$ cat src/rtl/cache_line_refill_pkg.sv
// Shared constants and refill FSM encoding for the cache line refill stage.
package cache_line_refill_pkg;

    localparam int CACHE_LINE_SIZE = 16;
    localparam int WORD_BYTES      = 4;

    typedef enum logic [2:0] {
        RF_IDLE    = 3'd0,
        RF_WB_REQ  = 3'd1,
        RF_RD_REQ  = 3'd2,
        RF_RD_WAIT = 3'd3,
        RF_DONE    = 3'd4
    } rf_state_e;

endpackage

$ cat src/rtl/cache_line_refill_line_word_buf.sv
// Line-wide register written one 32-bit word at a time, read as a whole line.
module line_word_buf #(
    parameter int WORDS = 4,
    parameter int CNT_W = 2
) (
    input  logic                  clk,
    input  logic                  rst_n,
    input  logic                  we,
    input  logic [CNT_W-1:0]      idx,
    input  logic [31:0]           wdata,
    output logic [WORDS*32-1:0]   line
);

    always_ff @(posedge clk or negedge rst_n) begin
        if (!rst_n) begin
            line <= '0;
        end else if (we) begin
            line[idx*32 +: 32] <= wdata;
        end
    end

endmodule

$ cat src/rtl/cache_line_refill.sv
// Miss handler: optional dirty-victim write-back, then a word-by-word line fetch
// over a req/gnt bus, delivered to the cache with a one-cycle fill strobe.
module cache_line_refill
    import cache_line_refill_pkg::*;
#(
    parameter int LINE_BYTES = CACHE_LINE_SIZE,
    parameter int ADDR_W     = 32
) (
    input  logic                    clk,
    input  logic                    rst_n,
    input  logic                    req_valid,
    output logic                    req_ready,
    input  logic [ADDR_W-1:0]       req_addr,
    input  logic                    req_dirty,
    input  logic [ADDR_W-1:0]       victim_addr,
    input  logic [LINE_BYTES*8-1:0] victim_data,
    output logic                    fill_valid,
    output logic [ADDR_W-1:0]       fill_addr,
    output logic [LINE_BYTES*8-1:0] fill_data,
    output logic                    busy,
    output logic                    mem_req,
    output logic                    mem_we,
    output logic [ADDR_W-1:0]       mem_addr,
    output logic [31:0]             mem_wdata,
    input  logic                    mem_gnt,
    input  logic                    mem_rvalid,
    input  logic [31:0]             mem_rdata
);

    localparam int WORDS = LINE_BYTES / WORD_BYTES;
    localparam int CNT_W = $clog2(WORDS);
    localparam logic [ADDR_W-1:0] BASE_MASK = ~ADDR_W'(LINE_BYTES - 1);
    localparam logic [CNT_W-1:0]  LAST_CNT  = CNT_W'(WORDS - 1);

    rf_state_e                state, state_nxt;
    logic [CNT_W-1:0]         cnt;
    logic                     cnt_clr, cnt_inc, buf_we, accept, last_word;
    logic [ADDR_W-1:0]        victim_base, fill_base, word_off;
    logic [LINE_BYTES*8-1:0]  victim_line;

    // Handshakes: a request transfers on the cycle req_valid && req_ready is high;
    // a bus beat transfers on the cycle mem_req && mem_gnt is high, and mem_req
    // with its address/data is held unchanged until then.
    assign req_ready = (state == RF_IDLE);
    assign busy      = !req_ready;
    assign accept    = req_valid && req_ready;
    assign last_word = (cnt == LAST_CNT);
    assign word_off  = {{(ADDR_W-CNT_W-2){1'b0}}, cnt, 2'b00};
    assign fill_addr = fill_base;

    always_ff @(posedge clk or negedge rst_n) begin
        if (!rst_n) begin
            state <= RF_IDLE;
        end else begin
            state <= state_nxt;
        end
    end

    always_ff @(posedge clk or negedge rst_n) begin
        if (!rst_n) begin
            cnt         <= '0;
            victim_base <= '0;
            fill_base   <= '0;
            victim_line <= '0;
        end else begin
            if (cnt_clr) begin
                cnt <= '0;
            end else if (cnt_inc) begin
                cnt <= cnt + 1'b1;
            end
            if (accept) begin
                victim_base <= victim_addr & BASE_MASK;
                fill_base   <= req_addr & BASE_MASK;
                victim_line <= victim_data;
            end
        end
    end

    always_comb begin
        state_nxt  = state;
        cnt_clr    = 1'b0;
        cnt_inc    = 1'b0;
        buf_we     = 1'b0;
        mem_req    = 1'b0;
        mem_we     = 1'b0;
        mem_addr   = '0;
        mem_wdata  = '0;
        fill_valid = 1'b0;
        case (state)
            RF_IDLE: begin
                if (req_valid) begin
                    cnt_clr   = 1'b1;
                    state_nxt = req_dirty ? RF_WB_REQ : RF_RD_REQ;
                end
            end
            RF_WB_REQ: begin
                mem_req   = 1'b1;
                mem_we    = 1'b1;
                mem_addr  = victim_base + word_off;
                mem_wdata = victim_line[cnt*32 +: 32];
                if (mem_gnt) begin
                    if (last_word) begin
                        cnt_clr   = 1'b1;
                        state_nxt = RF_RD_REQ;
                    end else begin
                        cnt_inc = 1'b1;
                    end
                end
            end
            RF_RD_REQ: begin
                mem_req  = 1'b1;
                mem_addr = fill_base + word_off;
                if (mem_gnt) begin
                    state_nxt = RF_RD_WAIT;
                end
            end
            RF_RD_WAIT: begin
                if (mem_rvalid) begin
                    buf_we = 1'b1;
                    if (last_word) begin
                        state_nxt = RF_DONE;
                    end else begin
                        cnt_inc   = 1'b1;
                        state_nxt = RF_RD_REQ;
                    end
                end
            end
            RF_DONE: begin
                fill_valid = 1'b1;
                state_nxt  = RF_IDLE;
            end
            default: state_nxt = RF_IDLE;
        endcase
    end

    line_word_buf #(
        .WORDS (WORDS),
        .CNT_W (CNT_W)
    ) u_fill_buf (
        .clk   (clk),
        .rst_n (rst_n),
        .we    (buf_we),
        .idx   (cnt),
        .wdata (mem_rdata),
        .line  (fill_data)
    );

endmodule
$ cat config.mk
export PLATFORM = sky130hd
export DESIGN_NAME = cache_line_refill
export DESIGN_NICKNAME = d
export VERILOG_FILES = /design/src/rtl/cache_line_refill_pkg.sv /design/src/rtl/cache_line_refill_line_word_buf.sv /design/src/rtl/cache_line_refill.sv
export SDC_FILE = /design/constraint.sdc
export NUM_CORES = 1
export LEC_CHECK = 0
export BUFFER_PORTS_ARGS = -buffer_cell sky130_fd_sc_hd__buf_2
export CAP_MARGIN = 5
export CORE_AREA = 3 3 180 182
export DETAILED_ROUTE_END_ITERATION = 16
export DIE_AREA = 0 0 183 185
export PLACE_DENSITY = 0.82
export SLEW_MARGIN = 10
export SYNTH_ARGS = -nofsm -noshare
export SYNTH_HDL_FRONTEND = slang
export SYNTH_SLANG_ARGS = --single-unit
$ cat constraint.sdc
create_clock -name clk -period 3.45 [get_ports clk]
set_clock_uncertainty 0.05 [all_clocks]
set_input_delay 0.69 -clock clk [delete_from_list [all_inputs] [get_ports clk]]
set_output_delay 0.69 -clock clk [all_outputs]
set_load 0.03 [all_outputs]
==> results of run 1 <==
-- critical path: stages (launching register included) --
cell     delay (ps)
dfrtp_1         630
nor3b_4         550
buf_4           370
and2_1          210
buf_2           220
-- metal layers --
| metal | vias to the layer above | part of all wire |
|---|---|---|
| met1 | 5500 | 0.35 |
| met5 | - | 0.0029 |
| met2 | 609 | 0.50 |
| met3 | 146 | 0.10 |
| met4 | 20 | 0.043 |
| li1 | 4846 | - |
-- power breakdown --
group          total [W]  internal [W]  switching (W)
Clock            0.00410       0.00253        0.00157
Combinational    0.00772       0.00291        0.00481
Sequential       0.00665       0.00549        0.00116
Total             0.0185        0.0109        0.00755
-- logic make-up after synthesis --
kind of cell / count (synthesis) / synth area share
AOI/OAI and AO/OA: 168 / 0.0691
adders and majority gates: 6 / 0.00532
buffers and inverters: 234 / 0.0763
DFF: 317 / 0.562
muxes: 217 / 0.199
other: 1 / 0.000266
and+or+nand+nor: 189 / 0.0885
-- synth_stat cells (2+ instances only) --
| master | count | area, um^2 |
|---|---|---|
| o21ai_1 | 15 | 75.1 |
| mux2_1 | 9 | 101 |
| a21oi_1 | 3 | 15.0 |
| nor3b_2 | 2 | 25.0 |
| nand2b_1 | 2 | 12.5 |
| and2_1 | 39 | 244 |
| clkbuf_1 | 35 | 131 |
| nand4_1 | 129 | 807 |
| nor3b_1 | 4 | 30.0 |
| dfrtp_1 | 317 | 7930 |
| o21ai_0 | 114 | 571 |
| mux2_2 | 175 | 1970 |
| buf_2 | 36 | 180 |
| buf_1 | 2 | 7.51 |
| buf_6 | 11 | 124 |
| buf_4 | 19 | 143 |
| ha_1 | 6 | 75.1 |
| a22o_1 | 28 | 245 |
| mux4_2 | 32 | 721 |
| or3_1 | 2 | 12.5 |
| inv_1 | 131 | 492 |
-- per-stage QoR --
| step | utilization | instances |
|---|---|---|
| floorplan | - | 1137 |
| global placement | 0.543 | 1909 |
| detailed placement | 0.543 | 1909 |
| CTS | 0.585 | 1974 |
| global route | 0.586 | 1985 |
| finish | 0.586 | 1986 |
-- path summary, 6_finish.rpt --
kind                                       end             start
hold reg to reg               victim_line[110]  victim_line[110]
hold / removal                victim_line[109]             rst_n
setup / recovery                  mem_wdata[9]          state[0]
min in group clk              victim_line[112]  victim_data[112]
max in group asynchronous       victim_base[4]             rst_n
setup reg to reg           u_fill_buf.line[11]            cnt[0]
-- sequential cells by signal, summed over array words and instances, names as in the netlist --
name	flops
victim_line	128
cnt	2
fill_addr	28
state	3
victim_base	28
u_fill_buf.line	128
-- final cells by class --
| type | count | share of cell area |
|---|---|---|
| antenna | 12 | 0.00167 |
| clock buffer | 48 | 0.0581 |
| clock inverter | 17 | 0.0133 |
| timing repair buffer | 479 | 0.146 |
| tap | 396 | 0.0275 |
| sequential | 317 | 0.440 |
| inverter | 131 | 0.0273 |
| multi-input combinational | 586 | 0.286 |
==> run summary, run 1 <==
Status: finished clean
Critical Path RT: 2710 ps
First-pass GRT wire length: 64,000 um
# setup viols final: 0
Sequential cell area: 7940 um^2
Die height: 185 um
DP Area: 16,700 um^2
Final wirelength: 42,200 um
Clock buffer depth: 3
Nets: 1,787
Post_cts resized: 0
Largest net degree at the start of global routing: 88
DRC viols: 0
Crit path max fanout: 24
Num CTS Buffers: 36
DP HPWL: 29,400 um
Die area: 33,900 um^2
GR Util met3: 0.0734
Initial antenna violation count: 22
Post-route setup slack: 209 ps
Starting Density: 0.459
R2R setup slack: 650 ps
Root buf cell: clkbuf_16
FMAX: 0.309 GHz
Final instance area: 18,000 um^2
Predominant post-synthesis flop cell: dfrtp_1
Wire per inst: 21.3 um
Power per cell area: 1020 nW/um^2
CP Capture Type: primary output
Slew headroom: 0.136
GRT Overall Usage: 0.241
Post-Syn Area: 14,100 um^2
Max_cap viols: 0
Hold WC Path Type: in -> async
Share of layout cells above drive strength 1: 0.482
Vias in the first global route: 11,600
Footprint of the multi-input gates: 5150 um^2
Gate Count Post-Synth: 1,132
CP Launch Type: flip-flop
Count of cell types in the netlist: 42
# hold bufs at CTS: 0
I/O pins: 459
CORE AREA: 30,700 um^2
EDFF count, synth: 0
Worst slack, placed: 617 ps
Slew Viols, Final: 0
Setup CP Type: reg -> out
RSZ-0062 raised after global routing: false
Fill cells: 2,420
Via count: 11,100
Clk Latency, worst-skew pair: 520 ps
Post-CTS Repair Setup Buffers: 0
Worst-path clk slew: 60 ps
FFs w/ async S/R, synth: 1.00
Placer Congestion: 0.863
# rows: 64
Antenna-violating nets left: 0
LEAKAGE: 8.71 nW
Fin. Hold Viols: 0
Commonest cells after routing, fill and taps aside: buf_2, dfrtp_1, mux2_2
Post-DR vias/cell: 5.60
Fin Setup TNS: 0 ps
Synth warnings: 0
GR Overflow Total: 0
Port Buffer Count: 444
1st-iter DRT viols: 755
Crit path DAT: 2500 ps
Transition time at the pin with the least slew margin: 1300 ps
Area Overhead vs Synth: 27.7%
Htree depth: 2
Commonest non-fill, non-tap cell in the layout: buf_2
CTS tree: built
GR Util met2: 0.412
Shortest period the worst path allows: 3240 ps
Final hold slack: 103 ps
R2R depth: 5
Register area share after synthesis: 0.562
Syn Area/Cell: 12.5 um^2
Period utilization: 0.939
Drt pass-1 iters: 8
Die X: 183 um
GR Layer Usage met1: 0.279
Yosys reg bits: 317
VDD IR max: 0.000628 V
Grt peak-use layer: met2
Final Power: 0.0185 W
Total clock sinks: 317
No activity file was read; power rests on OpenSTA's default activity.
==> run 2, diff against run 1 <==
--- a/config.mk
+++ b/config.mk
@@ -5,7 +5,7 @@
 export SDC_FILE = /design/constraint.sdc
 export NUM_CORES = 1
 export LEC_CHECK = 0
-export BUFFER_PORTS_ARGS = -buffer_cell sky130_fd_sc_hd__buf_2
+export BUFFER_PORTS_ARGS = -buffer_cell sky130_fd_sc_hd__buf_4
 export CAP_MARGIN = 5
 export CORE_AREA = 3 3 180 182
 export DETAILED_ROUTE_END_ITERATION = 16
==> run summary, run 2 (synthesis results as in run 1) <==
Status: finished clean
Commonest non-fill, non-tap cell in the layout: buf_4
Total clock sinks: 317
Shortest period the worst path allows: 3260 ps
Highest-delay cell along the critical path: dfrtp_2
NetSw: 0.00758 W
Slew Viols, Final: 0
Fin. Hold Viols: 0
Die X: 183 um
R2r startpoint: cnt[0]
First-pass GRT wire length: 65,900 um
CP Cell Sequence: buf_4 -> mux4_2 -> and2_1 -> buf_4
Max_cap viols: 0
Hold WC Path Type: in -> async
CP Launch Type: flip-flop
Port Buffer Count: 444
Biggest regs: u_fill_buf.line: 128 flops, victim_line: 128 flops
Vias in the first global route: 11,800
# rows: 64
DRC viols: 0
Nets: 1,782
Fin Setup TNS: 0 ps
Placed Cells incl. Taps: 1,904
Final hold slack: 18.7 ps
GRT Overall Usage: 0.247
Num CTS Buffers: 36
Post-Layout Cell Count: 1,973
RSZ-0062 raised after global routing: false
GR Overflow Total: 0
# hold bufs at CTS: 0
Starting Density: 0.459
Via count: 11,100
Die height: 185 um
Area Overhead vs Synth: 34.2%
Htree depth: 2
Worst-path clk slew: 60 ps
Clock buffer depth: 3
Drt pass-1 iters: 5
Most common cell on crit path: buf_4
Crit path max fanout: 19
Root buf cell: clkbuf_16
LEAKAGE: 8.86 nW
1st-iter DRT viols: 806
Flop pwr share: 0.354
Post-CTS Repair Setup Buffers: 0
CP Capture Type: primary output
CORE AREA: 30,700 um^2
I/O pins: 459
DP Area: 17,700 um^2
Antenna-violating nets left: 0
VDD IR max: 0.000893 V
Largest net degree at the start of global routing: 111
DP HPWL: 30,100 um
CP Launch Point: cnt[0]
Post_cts resized: 0
Period utilization: 0.945
Die area: 33,900 um^2
Placer Congestion: 0.826
Clock power frac: 0.205
Transition time at the pin with the least slew margin: 861 ps
Slowest stage delay, CP: 760 ps
Share of layout cells above drive strength 1: 0.474
Post-DR vias/cell: 5.60
Initial antenna violation count: 6
Critical Path RT: 2710 ps
Wire per inst: 21.9 um
Final Power: 0.0190 W
Final wirelength: 43,200 um
Setup CP Type: reg -> out
Part of the power in combinational logic: 0.441
# setup viols final: 0
Switching Fraction: 0.398
Slew headroom: 0.426
FMAX: 0.307 GHz
Crit path DAT: 2520 ps
Final instance area: 18,900 um^2
Fill cells: 2,357
Power per cell area: 1010 nW/um^2
CTS tree: built
Clk Latency, worst-skew pair: 510 ps
Commonest cells after routing, fill and taps aside: buf_4, dfrtp_1, mux2_2
Internal Pwr Total: 0.0115 W
run 2: cell types whose count changed in the layout (fill, tap and decap cells not counted), sizes merged:
cell / previous run / this run
diode: 12 / 4
clkinv: 5 / 4
buf: 479 / 474
bufinv: 5 / 4
clkinvlp: 3 / 0
inv: 135 / 133
clkbuf: 48 / 55
run 2: final timing paths:
kind,end,slack [ps],cells after the start
max,mem_wdata[5],190,4
max reg2reg,u_fill_buf.line[37],710,5
min,victim_line[73],20,1
max in group asynchronous,victim_line[86],2450,2
min reg2reg,victim_line[111],450,1
min in group clk,victim_line[109],350,2
run 2: layer usage:
layer	GRT usage	vias up	part of all wire
met5	0	-	0.00060
met4	0.101	4	0.036
met3	0.0736	97	0.098
met2	0.435	595	0.51
met1	0.285	5517	0.35
li1	-	4840	-
run 2: final cells by class:
cell class / instances / area, um^2 / share of cell area
diodes: 4 / 10.0 / 0.000528
clock buffers: 55 / 1040 / 0.0551
clock inverters: 10 / 161 / 0.00852
inverters: 131 / 492 / 0.0260
multi-input cells: 586 / 5150 / 0.272
flip-flops and latches: 317 / 7940 / 0.419
well taps: 396 / 495 / 0.0262
repair buffers: 474 / 3650 / 0.193
run 2: stage by stage:
stage,utilization,setup WS [ps]
after floorplan,-,1060
after global placement,0.577,734
after detailed placement,0.577,684
after CTS,0.616,126
after global routing,0.616,48.1
final,0.616,190
run 2: critical path, delay by kind of cell, from the launching register on:
family / cells / cell delay (ps)
simple gates: 1 / 220
flops: 1 / 760
mux: 1 / 510
buf+inv: 2 / 510
run 2: power by group through the flow:
stage	sequential (W)	combinational, W	clock, W
floorplan	0.00800	0.00385	0
global placement	0.00663	0.00820	0
detailed placement	0.00674	0.00840	0
CTS	0.00672	0.00845	0.00397
global route	0.00693	0.00892	0.00413
finish	0.00673	0.00840	0.00390
